--- src/rtl/bp_cache_req_arbiter_if.sv ---
// Bundle of the I$/D$ request ports and the memory-side request channel of bp_cache_req_arbiter.
// Handshake: a source transfer happens on a rising clock edge where its req_v and req_ready are both 1;
// mem_req_v_o, once raised, holds with a stable payload until a rising edge sees mem_req_ready_i=1.
interface bp_cache_req_arbiter_if #(
  parameter int req_width_p      = 128,
  parameter int metadata_width_p = 8
);
  logic [req_width_p-1:0]      icache_req_i;
  logic                        icache_req_v_i;
  logic                        icache_req_ready_o;
  logic [metadata_width_p-1:0] icache_req_metadata_i;
  logic                        icache_req_metadata_v_i;
  logic                        icache_req_complete_o;

  logic [req_width_p-1:0]      dcache_req_i;
  logic                        dcache_req_v_i;
  logic                        dcache_req_ready_o;
  logic [metadata_width_p-1:0] dcache_req_metadata_i;
  logic                        dcache_req_metadata_v_i;
  logic                        dcache_req_complete_o;

  logic [req_width_p-1:0]      mem_req_o;
  logic                        mem_req_src_o;
  logic [metadata_width_p-1:0] mem_req_metadata_o;
  logic                        mem_req_v_o;
  logic                        mem_req_ready_i;
  logic                        mem_resp_v_i;

  logic                        busy_o;
  logic                        err_o;
  logic [2:0]                  state_dbg;

  modport slave (
    input  icache_req_i, icache_req_v_i, icache_req_metadata_i, icache_req_metadata_v_i,
    input  dcache_req_i, dcache_req_v_i, dcache_req_metadata_i, dcache_req_metadata_v_i,
    input  mem_req_ready_i, mem_resp_v_i,
    output icache_req_ready_o, icache_req_complete_o,
    output dcache_req_ready_o, dcache_req_complete_o,
    output mem_req_o, mem_req_src_o, mem_req_metadata_o, mem_req_v_o,
    output busy_o, err_o, state_dbg
  );

  modport master (
    output icache_req_i, icache_req_v_i, icache_req_metadata_i, icache_req_metadata_v_i,
    output dcache_req_i, dcache_req_v_i, dcache_req_metadata_i, dcache_req_metadata_v_i,
    output mem_req_ready_i, mem_resp_v_i,
    input  icache_req_ready_o, icache_req_complete_o,
    input  dcache_req_ready_o, dcache_req_complete_o,
    input  mem_req_o, mem_req_src_o, mem_req_metadata_o, mem_req_v_o,
    input  busy_o, err_o, state_dbg
  );
endinterface

--- src/rtl/bp_cache_req_arbiter.sv ---
// Serialises I$ and D$ miss requests onto one memory request channel, one request outstanding.
// Optional grant counters are enabled by defining BP_CACHE_REQ_ARB_PERF_EN.
module bp_cache_req_arbiter #(
  parameter int req_width_p      = 128,
  parameter int metadata_width_p = 8
) (
  input logic clk_i,
  input logic reset_i,
  bp_cache_req_arbiter_if.slave bus
`ifdef BP_CACHE_REQ_ARB_PERF_EN
  ,
  output logic [31:0] icache_grant_cnt_o,
  output logic [31:0] dcache_grant_cnt_o
`endif
);

  typedef enum logic [2:0] {
    IDLE      = 3'd0,
    WAIT_META = 3'd1,
    SEND      = 3'd2,
    WAIT_RESP = 3'd3,
    DONE      = 3'd4
  } state_e;

  state_e                      state_q, state_d;
  logic                        prio_q;  // 1 = D$ wins a tie
  logic                        src_q;
  logic [req_width_p-1:0]      req_q;
  logic [metadata_width_p-1:0] meta_q;
  logic                        err_q;

  logic ready_i, ready_d;
  logic grant_i, grant_d;
  logic meta_hit;

  // Ready is also held low while reset is asserted so every output is 0 during reset.
  always_comb begin
    ready_i  = (state_q == IDLE) && !reset_i && (!prio_q || !bus.dcache_req_v_i);
    ready_d  = (state_q == IDLE) && !reset_i && (prio_q || !bus.icache_req_v_i);
    grant_i  = bus.icache_req_v_i && ready_i;
    grant_d  = bus.dcache_req_v_i && ready_d;
    meta_hit = src_q ? bus.dcache_req_metadata_v_i : bus.icache_req_metadata_v_i;
  end

  always_ff @(posedge clk_i or posedge reset_i) begin
    if (reset_i) state_q <= IDLE;
    else         state_q <= state_d;
  end

  always_comb begin
    state_d = state_q;
    case (state_q)
      IDLE:      if (grant_i || grant_d)   state_d = WAIT_META;
      WAIT_META: if (meta_hit)             state_d = SEND;
      SEND:      if (bus.mem_req_ready_i)  state_d = WAIT_RESP;
      WAIT_RESP: if (bus.mem_resp_v_i)     state_d = DONE;
      DONE:                                state_d = IDLE;
      default:                             state_d = IDLE;
    endcase
  end

  always_comb begin
    bus.icache_req_ready_o    = ready_i;
    bus.dcache_req_ready_o    = ready_d;
    bus.mem_req_v_o           = (state_q == SEND);
    bus.icache_req_complete_o = (state_q == DONE) && !src_q;
    bus.dcache_req_complete_o = (state_q == DONE) && src_q;
    bus.busy_o                = (state_q != IDLE);
    bus.err_o                 = err_q;
    bus.mem_req_o             = req_q;
    bus.mem_req_src_o         = src_q;
    bus.mem_req_metadata_o    = meta_q;
    bus.state_dbg             = state_q;
  end

  // Priority passes to the source that was not just granted.
  always_ff @(posedge clk_i or posedge reset_i) begin
    if (reset_i) begin
      prio_q <= 1'b1;
      src_q  <= 1'b0;
      req_q  <= '0;
      meta_q <= '0;
      err_q  <= 1'b0;
    end else begin
      if (grant_i || grant_d) begin
        req_q  <= grant_d ? bus.dcache_req_i : bus.icache_req_i;
        src_q  <= grant_d;
        prio_q <= !grant_d;
      end
      if ((state_q == WAIT_META) && meta_hit)
        meta_q <= src_q ? bus.dcache_req_metadata_i : bus.icache_req_metadata_i;
      if (bus.mem_resp_v_i && (state_q != WAIT_RESP))
        err_q <= 1'b1;
    end
  end

`ifdef BP_CACHE_REQ_ARB_PERF_EN
  always_ff @(posedge clk_i or posedge reset_i) begin
    if (reset_i) begin
      icache_grant_cnt_o <= '0;
      dcache_grant_cnt_o <= '0;
    end else begin
      if (grant_i && (icache_grant_cnt_o != 32'hFFFF_FFFF))
        icache_grant_cnt_o <= icache_grant_cnt_o + 32'd1;
      if (grant_d && (dcache_grant_cnt_o != 32'hFFFF_FFFF))
        dcache_grant_cnt_o <= dcache_grant_cnt_o + 32'd1;
    end
  end
`endif

endmodule

--- src/flat_wrapper.sv ---
// flat-port wrapper written by rule: the top's interface ports become plain ports
module bp_cache_req_arbiter_flat 
#(
  parameter int req_width_p      = 128,
  parameter int metadata_width_p = 8
)
  (clk_i, reset_i, bus_icache_req_i, bus_icache_req_v_i, bus_icache_req_metadata_i, bus_icache_req_metadata_v_i, bus_dcache_req_i, bus_dcache_req_v_i, bus_dcache_req_metadata_i, bus_dcache_req_metadata_v_i, bus_mem_req_ready_i, bus_mem_resp_v_i, bus_icache_req_ready_o, bus_icache_req_complete_o, bus_dcache_req_ready_o, bus_dcache_req_complete_o, bus_mem_req_o, bus_mem_req_src_o, bus_mem_req_metadata_o, bus_mem_req_v_o, bus_busy_o, bus_err_o, bus_state_dbg);
  bp_cache_req_arbiter_if #(.req_width_p(req_width_p), .metadata_width_p(metadata_width_p)) bus_i ();
  input logic clk_i;
  input logic reset_i;
  input wire logic [$bits(bus_i.icache_req_i)-1:0] bus_icache_req_i;
  input wire logic [$bits(bus_i.icache_req_v_i)-1:0] bus_icache_req_v_i;
  input wire logic [$bits(bus_i.icache_req_metadata_i)-1:0] bus_icache_req_metadata_i;
  input wire logic [$bits(bus_i.icache_req_metadata_v_i)-1:0] bus_icache_req_metadata_v_i;
  input wire logic [$bits(bus_i.dcache_req_i)-1:0] bus_dcache_req_i;
  input wire logic [$bits(bus_i.dcache_req_v_i)-1:0] bus_dcache_req_v_i;
  input wire logic [$bits(bus_i.dcache_req_metadata_i)-1:0] bus_dcache_req_metadata_i;
  input wire logic [$bits(bus_i.dcache_req_metadata_v_i)-1:0] bus_dcache_req_metadata_v_i;
  input wire logic [$bits(bus_i.mem_req_ready_i)-1:0] bus_mem_req_ready_i;
  input wire logic [$bits(bus_i.mem_resp_v_i)-1:0] bus_mem_resp_v_i;
  output wire logic [$bits(bus_i.icache_req_ready_o)-1:0] bus_icache_req_ready_o;
  output wire logic [$bits(bus_i.icache_req_complete_o)-1:0] bus_icache_req_complete_o;
  output wire logic [$bits(bus_i.dcache_req_ready_o)-1:0] bus_dcache_req_ready_o;
  output wire logic [$bits(bus_i.dcache_req_complete_o)-1:0] bus_dcache_req_complete_o;
  output wire logic [$bits(bus_i.mem_req_o)-1:0] bus_mem_req_o;
  output wire logic [$bits(bus_i.mem_req_src_o)-1:0] bus_mem_req_src_o;
  output wire logic [$bits(bus_i.mem_req_metadata_o)-1:0] bus_mem_req_metadata_o;
  output wire logic [$bits(bus_i.mem_req_v_o)-1:0] bus_mem_req_v_o;
  output wire logic [$bits(bus_i.busy_o)-1:0] bus_busy_o;
  output wire logic [$bits(bus_i.err_o)-1:0] bus_err_o;
  output wire logic [$bits(bus_i.state_dbg)-1:0] bus_state_dbg;
  assign bus_i.icache_req_i = bus_icache_req_i;
  assign bus_i.icache_req_v_i = bus_icache_req_v_i;
  assign bus_i.icache_req_metadata_i = bus_icache_req_metadata_i;
  assign bus_i.icache_req_metadata_v_i = bus_icache_req_metadata_v_i;
  assign bus_i.dcache_req_i = bus_dcache_req_i;
  assign bus_i.dcache_req_v_i = bus_dcache_req_v_i;
  assign bus_i.dcache_req_metadata_i = bus_dcache_req_metadata_i;
  assign bus_i.dcache_req_metadata_v_i = bus_dcache_req_metadata_v_i;
  assign bus_i.mem_req_ready_i = bus_mem_req_ready_i;
  assign bus_i.mem_resp_v_i = bus_mem_resp_v_i;
  assign bus_icache_req_ready_o = bus_i.icache_req_ready_o;
  assign bus_icache_req_complete_o = bus_i.icache_req_complete_o;
  assign bus_dcache_req_ready_o = bus_i.dcache_req_ready_o;
  assign bus_dcache_req_complete_o = bus_i.dcache_req_complete_o;
  assign bus_mem_req_o = bus_i.mem_req_o;
  assign bus_mem_req_src_o = bus_i.mem_req_src_o;
  assign bus_mem_req_metadata_o = bus_i.mem_req_metadata_o;
  assign bus_mem_req_v_o = bus_i.mem_req_v_o;
  assign bus_busy_o = bus_i.busy_o;
  assign bus_err_o = bus_i.err_o;
  assign bus_state_dbg = bus_i.state_dbg;
  bp_cache_req_arbiter #(.req_width_p(req_width_p), .metadata_width_p(metadata_width_p)) u_core (.clk_i(clk_i), .reset_i(reset_i), .bus(bus_i));
endmodule
--- config.mk ---
export PLATFORM = sky130hd
export DESIGN_NAME = bp_cache_req_arbiter_flat
export DESIGN_NICKNAME = d
export VERILOG_FILES = /design/src/rtl/bp_cache_req_arbiter_if.sv /design/src/rtl/bp_cache_req_arbiter.sv /design/src/flat_wrapper.sv
export SDC_FILE = /design/constraint.sdc
export NUM_CORES = 1
export LEC_CHECK = 0
export CAP_MARGIN = 0
export CORE_AREA = 2 2 168 170
export CTS_BUF_LIST = sky130_fd_sc_hd__clkbuf_8 sky130_fd_sc_hd__clkbuf_16
export DETAILED_ROUTE_END_ITERATION = 6
export DIE_AREA = 0 0 170 172
export PLACE_DENSITY = 0.62
export SLEW_MARGIN = 40
export SYNTH_ARGS = -nofsm -noshare
export SYNTH_HDL_FRONTEND = slang
export SYNTH_SLANG_ARGS = --single-unit
--- constraint.sdc ---
create_clock -name clk_i -period 6.3 [get_ports clk_i]
set_input_delay 1.26 -clock clk_i [delete_from_list [all_inputs] [get_ports clk_i]]
set_output_delay 1.26 -clock clk_i [all_outputs]
set_load 0.05 [all_outputs]
# Word-level counts from Yosys, hierarchy flattened
# Cells that the tools add are included.
# classes
n_eq_ne	9
muxes	8
n_reduce_logical	21
# op_table
cell	count
128-bit two-way mux	1
3-bit two-way mux	4
3-bit case mux with 4 select lines	1
1-bit logical AND	9
8-bit two-way mux	1
3-bit by 2-bit equality test with 1-bit output (second input constant)	2
1-bit zero test	6
2-bit inequality test (second input constant)	3
4-bit AND reduction	1
3-bit by 1-bit equality test with 1-bit output (second input constant)	1
3-bit equality test (second input constant)	1
3-bit zero test	1
1-bit logical OR	3
3-bit by 2-bit inequality test with 1-bit output (second input constant)	1
3-bit nonzero test	1
2-bit by 1-bit inequality test with 1-bit output (second input constant)	1
1-bit two-way mux	1
# word_totals
ff_bits	142
inputBits	280
wordCells	44

# Depth between registers and ports, before layout
# Gate-level depths: netlist of run 1.
# logic_depth
word_depth	7
ltp_mapped	7
mapped_depth_nobuf	3

# Least setup slack after synthesis of run 1
# No wires, ideal clock.
# synth_timing
kind	flip-flop to output port
start	register u_core.src_q, in the netlist u_core.bus.mem_req_src_o
end	output port bus_dcache_req_complete_o
arrival_ps	2771
t_required_ps	5040
path_slack_ps	2269
path_stages_with_launch	3
n_path_buf	1
cell_sequence	dfrtp_1 > buf_1 > nor4b_1
# synth_between
elab_chain_cells	1
# synth_rtl
element	line_no	rtl
from (decl)	bp_cache_req_arbiter.sv:27	logic src_q;
from (signal assigned)	bp_cache_req_arbiter.sv:87	src_q <= grant_d;
1-bit logical AND	bp_cache_req_arbiter.sv:67	bus.dcache_req_complete_o = (state_q == DONE) && src_q;
to (decl)	flat_wrapper.sv:24	output wire logic [$bits(bus_i.dcache_req_complete_o)-1:0] bus_dcache_req_complete_o;
# Every way passes these cells.

# Final worst setup path of run 1
# layout_timing
start	input port reset_i
end	output port bus_icache_req_ready_o
# layout_between
elab_chain_cells	3
# layout_rtl
element	line_no	rtl
from (decl)	flat_wrapper.sv:10	input logic reset_i;
1-bit zero test	bp_cache_req_arbiter.sv:38	ready_i = (state_q == IDLE) && !reset_i && (!prio_q || !bus.dcache_req_v_i);
1-bit logical AND (2 in series)	bp_cache_req_arbiter.sv:38	
to (decl)	flat_wrapper.sv:21	output wire logic [$bits(bus_i.icache_req_ready_o)-1:0] bus_icache_req_ready_o;
# Every way passes these cells.

==> results of run 1 <==
==> layout make-up <==
| cell class | count | area (um^2) | share of cell area (%) |
|---|---|---|---|
| Timing Repair Buffer | 439 | 4420 | 37.6 |
| Sequential cell | 142 | 3550 | 30.2 |
| Multi-Input combinational cell | 309 | 2720 | 23.2 |
| Clock buffer | 18 | 439 | 3.74 |
| Tap cell | 346 | 433 | 3.68 |
| Clock inverter | 12 | 163 | 1.38 |
| Inverter | 3 | 16.3 | 0.138 |
| Antenna cell | 1 | 2.50 | 0.0213 |
==> synth_stat cells, drive strengths merged <==
| cell type | n | area share (%) |
|---|---|---|
| a21boi | 75 | 8.6 |
| nand2 | 3 | 0.17 |
| o221a | 53 | 9.1 |
| nor4b | 1 | 0.13 |
| o21ba | 1 | 0.15 |
| dfrtp | 141 | 54 |
| a31oi | 8 | 0.76 |
| dfstp | 1 | 0.40 |
| mux2i | 8 | 1.2 |
| and3 | 2 | 0.19 |
| o21a | 1 | 0.11 |
| nor3 | 1 | 0.15 |
| nor3b | 1 | 0.19 |
| and2 | 3 | 0.29 |
| nor4 | 2 | 0.42 |
| nor2 | 2 | 0.11 |
| o21ai | 1 | 0.076 |
| a21o | 56 | 6.4 |
| buf | 44 | 4.0 |
| inv | 3 | 0.17 |
| nand3 | 3 | 0.23 |
| a21oi | 8 | 0.61 |
| a211oi | 1 | 0.11 |
| a221o | 75 | 11 |
| clkbuf | 17 | 0.97 |
| o31ai | 1 | 0.11 |
| and3b | 1 | 0.13 |
| nand2b | 1 | 0.095 |
| mux2 | 1 | 0.17 |
==> worst paths after layout <==
kind	startpoint	to	slack, ns
worst min register to register	u_core.bus.err_o	u_core.bus.err_o	0.47
worst max register to register	u_core.bus.state_dbg[0]	u_core.bus.mem_req_o[80]	3.61
worst min-delay path	u_core.bus.err_o	u_core.bus.err_o	0.47
max in group asynchronous	reset_i	u_core.bus.mem_req_o[1]	4.10
worst max-delay path	reset_i	bus_icache_req_ready_o	1.76
min in group asynchronous	reset_i	u_core.bus.mem_req_metadata_o[2]	1.32
==> cells by family after synthesis <==
logic type,Yosys count,share of synthesized area (%)
AND/OR/NAND/NOR,20,2.11
AO/OA/AOI/OAI,280,37.4
flip-flops,142,54.0
multiplexers,9,1.39
buffers and inverters,64,5.13
==> per-layer routing <==
metal | track usage [%] | vias to the layer above | part of all wire (%)
met5 | 0 | - | 0
met4 | 5.50 | 0 | 1.9
met3 | 5.58 | 27 | 8.2
met2 | 28.7 | 317 | 47
met1 | 22.4 | 3138 | 43
li1 | - | 2879 | -
==> power by group <==
group / total, W / leakage, nW / internal [W] / switching [W]
Combinational: 0.00388 / 2.80 / 0.00150 / 0.00237
Sequential: 0.00163 / 1.68 / 0.00134 / 0.000288
Clock: 0.00107 / 0.289 / 0.000635 / 0.000433
Total: 0.00658 / 4.77 / 0.00348 / 0.00309
==> metrics by stage <==
step           hold slack [ns]  worst slack (ns)  utilization, %
4_1_cts                  0.472              1.75            42.7
6_report                 0.474              1.76            42.8
2_1_floorplan            0.498              1.23               -
3_5_place_dp             0.450              1.76            40.5
5_1_grt                  0.493              1.69            42.8
3_3_place_gp             0.442              1.79            40.2
==> flip-flops by register name, summed over array words and instances, names as in the netlist <==
name and count:
u_core.bus.state_dbg 3, u_core.bus.mem_req_metadata_o 8, u_core.bus.mem_req_src_o 1, u_core.bus.err_o 1
u_core.prio_q 1, u_core.bus.mem_req_o 128
==> impl_results.md, run 1 <==
- Post-CTS Setup Bufs: 0
- Arrival @ worst endpoint: 3.28 ns
- Synth Area per Inst: 12.8 um^2
- Die area: 29200 um^2
- RSZ-0062 raised after global routing: no
- Final non-filler cell total: 1270
- Worst VDD drop: 0.000271 V
- CP Buf/Inv Count: 2
- # setup viols final: 0
- P_leak: 4.77 nW
- WL per Instance: 21.3 um
- Most frequent CP cell: clkdlybuf4s50_1
- Most frequent cells in the layout: clkdlybuf4s50_1, dfrtp_1, a21boi_0, a221o_1, a21o_1
- Reg clk slew, reported paths: 0.06 ns
- First-pass DRT Iterations: 4
- CTS tree: built
- CTS Hold Bufs: 0
- Post-layout instance area: 11800 um^2
- Io pins: 427
- Routed Antenna Nets: 0
- Commonest non-fill, non-tap cell in the layout: clkdlybuf4s50_1
- Area grow syn2layout: 78.6%
- GRT Overall Usage: 17.6%
- Max clock buf depth: 2
- MaxCap Viol Count: 0
- Die Wd: 170 um
- Total vias in the final route: 6361
- Post-synth cell types: 33
- Routed WL: 27.0 mm
- Dpl hpwl: 18.7 mm
- Post-Syn Area: 6580 um^2
- P per Cell Area: 560 nW/um^2
- Worst-path fanout max: 6
- Initial antenna violation count: 1
- Total gr overflow: 0
- Worst path depth: 4
- CTS resizes: 0
- Drt drc: 0
- CTS buffer count: 17
- Status: completed
- Final Hold Fails: 0
- Setup TNS Final: 0 ns
- Startpoint Class: input pin
- DRT iter0 DRCs: 376
- Syn Nets: 795
- CP peak stage delay: 0.80 ns
- Yosys synthesis warning count: 0
- Relative slew slack: 53.6%
- Minimum clock period: 4.54 ns
- Starting Density: 24.0%
- First-pass GRT wire length: 39.5 mm
- I/O Buffers: 426
- Worst hold stages: 1
- CP top delay family: buffers and inverters
- H-tree Lvls: 4
- F_max: 0.220 GHz
- Worst skew pair latency: 0.43 ns
- Root Buffer: clkbuf_16
- NumNets Final: 1192
- Share of cells above drive strength 1: 11.6%
- Worst Hold Class: flop to flop
- Max Clock Skew: 0.0254 ns
- CP Cell Sequence: clkdlybuf4s50_1 > nor4_4 > and2_1 > clkdlybuf4s50_1
- Vias in the first global route: 6588
- Fin. max-slew vios: 0
- Slew @ Worst Pin: 0.697 ns
- Total power: 0.00658 W
- # rows: 61
- CP Data Required Time: 5.04 ns
- Vias per cell: 5.01
- Vert. Die Dim: 172 um
- Crit-path slowest cell: clkdlybuf4s50_1
- FF-to-FF path depth: 5
- Placed cell count: 1238
- Final worst-path cycle share: 72.0%
- Core area: 27500 um^2
- CTS sink count: 142
- Synth Register Bits: 142
- Dpl cell area: 11100 um^2
- Seq/Total Area, Yosys: 54.0%
- GPL Wtd Cong: 0.782
- Largest net degree at the start of global routing: 81
- Crit end category: output port
- Syn Inst Count: 515
- Fillers: 2622
- Critical path type: input pin to output port
Power figures use the tool's default switching activity.
==> run 2: changes to the inputs <==
clock period = 4.6 ns   (was 6.3 ns; I/O delays follow)
==> run 2 against run 1 <==
Largest power group unchanged. Critical path depth unchanged. Global-route usage shrank 0.20 points. Non-clock buffer count down 2. Die area unchanged. Clock power is 28% higher. Largest cell class unchanged. Clock skew is 0.012 ns lower.
==> impl_results.md, run 2 (synthesis results as in run 1) <==
- Worst skew pair latency: 0.41 ns (was 0.43 ns)
- Fillers: 2646 (was 2622)
- Area grow syn2layout: 77.9% (was 78.6%)
- Post-CTS Setup Bufs: 0 (unchanged)
- CTS sink count: 142 (unchanged)
- GRT Overall Usage: 17.4% (was 17.6%)
- Largest net degree at the start of global routing: 143 (was 81)
- Root Buffer: clkbuf_16 (unchanged)
- Dpl hpwl: 18.1 mm (was 18.7 mm)
- Max clock buf depth: 2 (unchanged)
- Commonest non-fill, non-tap cell in the layout: clkdlybuf4s50_1 (unchanged)
- Total gr overflow: 0 (unchanged)
- Most frequent cells in the layout: clkdlybuf4s50_1, dfrtp_1, a21boi_0, a221o_1, a21o_1 (unchanged)
- Slack of the critical path: 0.824 ns (was 1.76 ns)
- Worst-path fanout max: 6 (unchanged)
- RSZ-0062 raised after global routing: no (unchanged)
- Total vias in the final route: 6358 (was 6361)
- Starting Density: 24.0% (unchanged)
- Vias in the first global route: 6607 (was 6588)
- P per Cell Area: 763 nW/um^2 (was 560 nW/um^2)
- Vert. Die Dim: 172 um (unchanged)
- Routed WL: 26.8 mm (was 27.0 mm)
- Final worst-path cycle share: 82.1%
- Diodes inserted: 0 (was 1)
- Most frequent CP cell: clkdlybuf4s50_1 (unchanged)
- Final Hold Fails: 0 (unchanged)
- F_max: 0.265 GHz
- Crit-path slowest cell: clkdlybuf4s50_1 (unchanged)
- CTS Hold Bufs: 0 (unchanged)
- First-pass DRT Iterations: 4 (unchanged)
- Fin. max-slew vios: 0 (unchanged)
- Crit end category: output port (unchanged)
- CP Data Required Time: 3.68 ns (was 5.04 ns)
- Pre-CTS setup slack: 0.828 ns (was 1.76 ns)
- I/O Buffers: 426 (unchanged)
- Final core utilization: 42.6% (was 42.8%)
- CTS buffer count: 17 (unchanged)
- Die area: 29200 um^2 (unchanged)
- Vias per cell: 5.01 (about the same)
- Arrival @ worst endpoint: 2.86 ns (was 3.28 ns)
- CP peak stage delay: 0.80 ns (about the same)
- # rows: 61 (unchanged)
- Io pins: 427 (unchanged)
- NumNets Final: 1190 (was 1192)
- P_leak: 4.75 nW (was 4.77 nW)
- Setup TNS Final: 0 ns (unchanged)
- Slew @ Worst Pin: 0.749 ns (was 0.697 ns)
- Reg clk slew, reported paths: 0.06 ns (about the same)
- Status: completed (unchanged)
- H-tree Lvls: 4 (unchanged)
- CTS tree: built (unchanged)
- # setup viols final: 0 (unchanged)
- Routed Antenna Nets: 0 (unchanged)
- Startpoint Class: input pin (unchanged)
- CTS resizes: 0 (unchanged)
- Core area: 27500 um^2 (unchanged)
- CP Cell Sequence: clkdlybuf4s50_1 > nor4_4 > and2_1 > clkdlybuf4s50_1 (unchanged)
- Relative slew slack: 50.1% (was 53.6%)
- GPL Wtd Cong: 0.777 (was 0.782)
- First-pass GRT wire length: 39.3 mm (was 39.5 mm)
- Worst Hold Class: flop to flop (unchanged)
- Die Wd: 170 um (unchanged)
- Share of cells above drive strength 1: 11.5% (was 11.6%)
- Max Clock Skew: 0.0133 ns (was 0.0254 ns)
- Initial antenna violation count: 0 (was 1)
- DRT iter0 DRCs: 399 (was 376)
- Drt drc: 0 (unchanged)
- Worst VDD drop: 0.000399 V (was 0.000271 V)
- WL per Instance: 21.1 um (was 21.3 um)
- Max reg flops: 128 (unchanged)
- Minimum clock period: 3.78 ns
- Critical path type: input pin to output port (unchanged)
- MaxCap Viol Count: 0 (unchanged)
[run 2: changes by cell type in the layout (fill, tap and decap cells not counted), moves of 2 or more]
cell,change
and3_2,+2
and3_4,-2
buf_12,+3
buf_4,-2
buf_6,-2
bufinv_16,-2
clkinv_4,+3
[run 2: area by class of cell]
cell class                 count  area [um^2]  area share (%)
inverter                       3         15.0           0.128
sequential                   142         3550            30.4
clock inverter                14          136            1.16
tap                          346          433            3.70
timing repair buffer         437         4420            37.7
clock buffer                  18          439            3.75
multi-input combinational    309         2710            23.2
[run 2: final timing paths]
path                       depth (start not counted)                    start                          endpoint  slack, ns
hold reg to reg                                    1         u_core.bus.err_o                  u_core.bus.err_o       0.48
hold / removal                                     1         u_core.bus.err_o                  u_core.bus.err_o       0.48
setup / recovery                                   4                  reset_i            bus_dcache_req_ready_o       0.82
setup reg to reg                                   5  u_core.bus.state_dbg[0]          u_core.bus.mem_req_o[28]       1.82
min in group asynchronous                          3                  reset_i  u_core.bus.mem_req_metadata_o[1]       1.04
max in group asynchronous                          4                  reset_i          u_core.bus.mem_req_o[34]       2.82
[run 2: per-layer routing]
metal	wire length (um)	track usage (%)
met1	11100	21.5
met2	13100	29.8
met3	2220	5.31
met4	396	4.38
met5	0	0
[run 2: critical path: cells and delay by family]
family | cells | cell delay [ns]
buffers and inverters | 2 | 1.31
AND/OR/NAND/NOR | 2 | 0.62
[run 2: power by group]
part / switching [W] / internal, W / total [W]
clock network: 0.000599 / 0.000771 / 0.00137
registers: 0.000364 / 0.00184 / 0.00221
logic: 0.00329 / 0.00206 / 0.00536
total: 0.00425 / 0.00468 / 0.00893
[run 2: per-stage QoR]
step	hold WS [ns]	power (W)	std cells	instance area, um^2
2_1_floorplan	0.498	0.00570	515	6590
3_3_place_gp	0.444	0.00755	1236	11100
3_5_place_dp	0.449	0.00759	1236	11100
4_1_cts	0.471	0.00902	1268	11700
5_1_grt	0.483	0.00935	1269	11700
6_report	0.481	0.00893	1269	11700
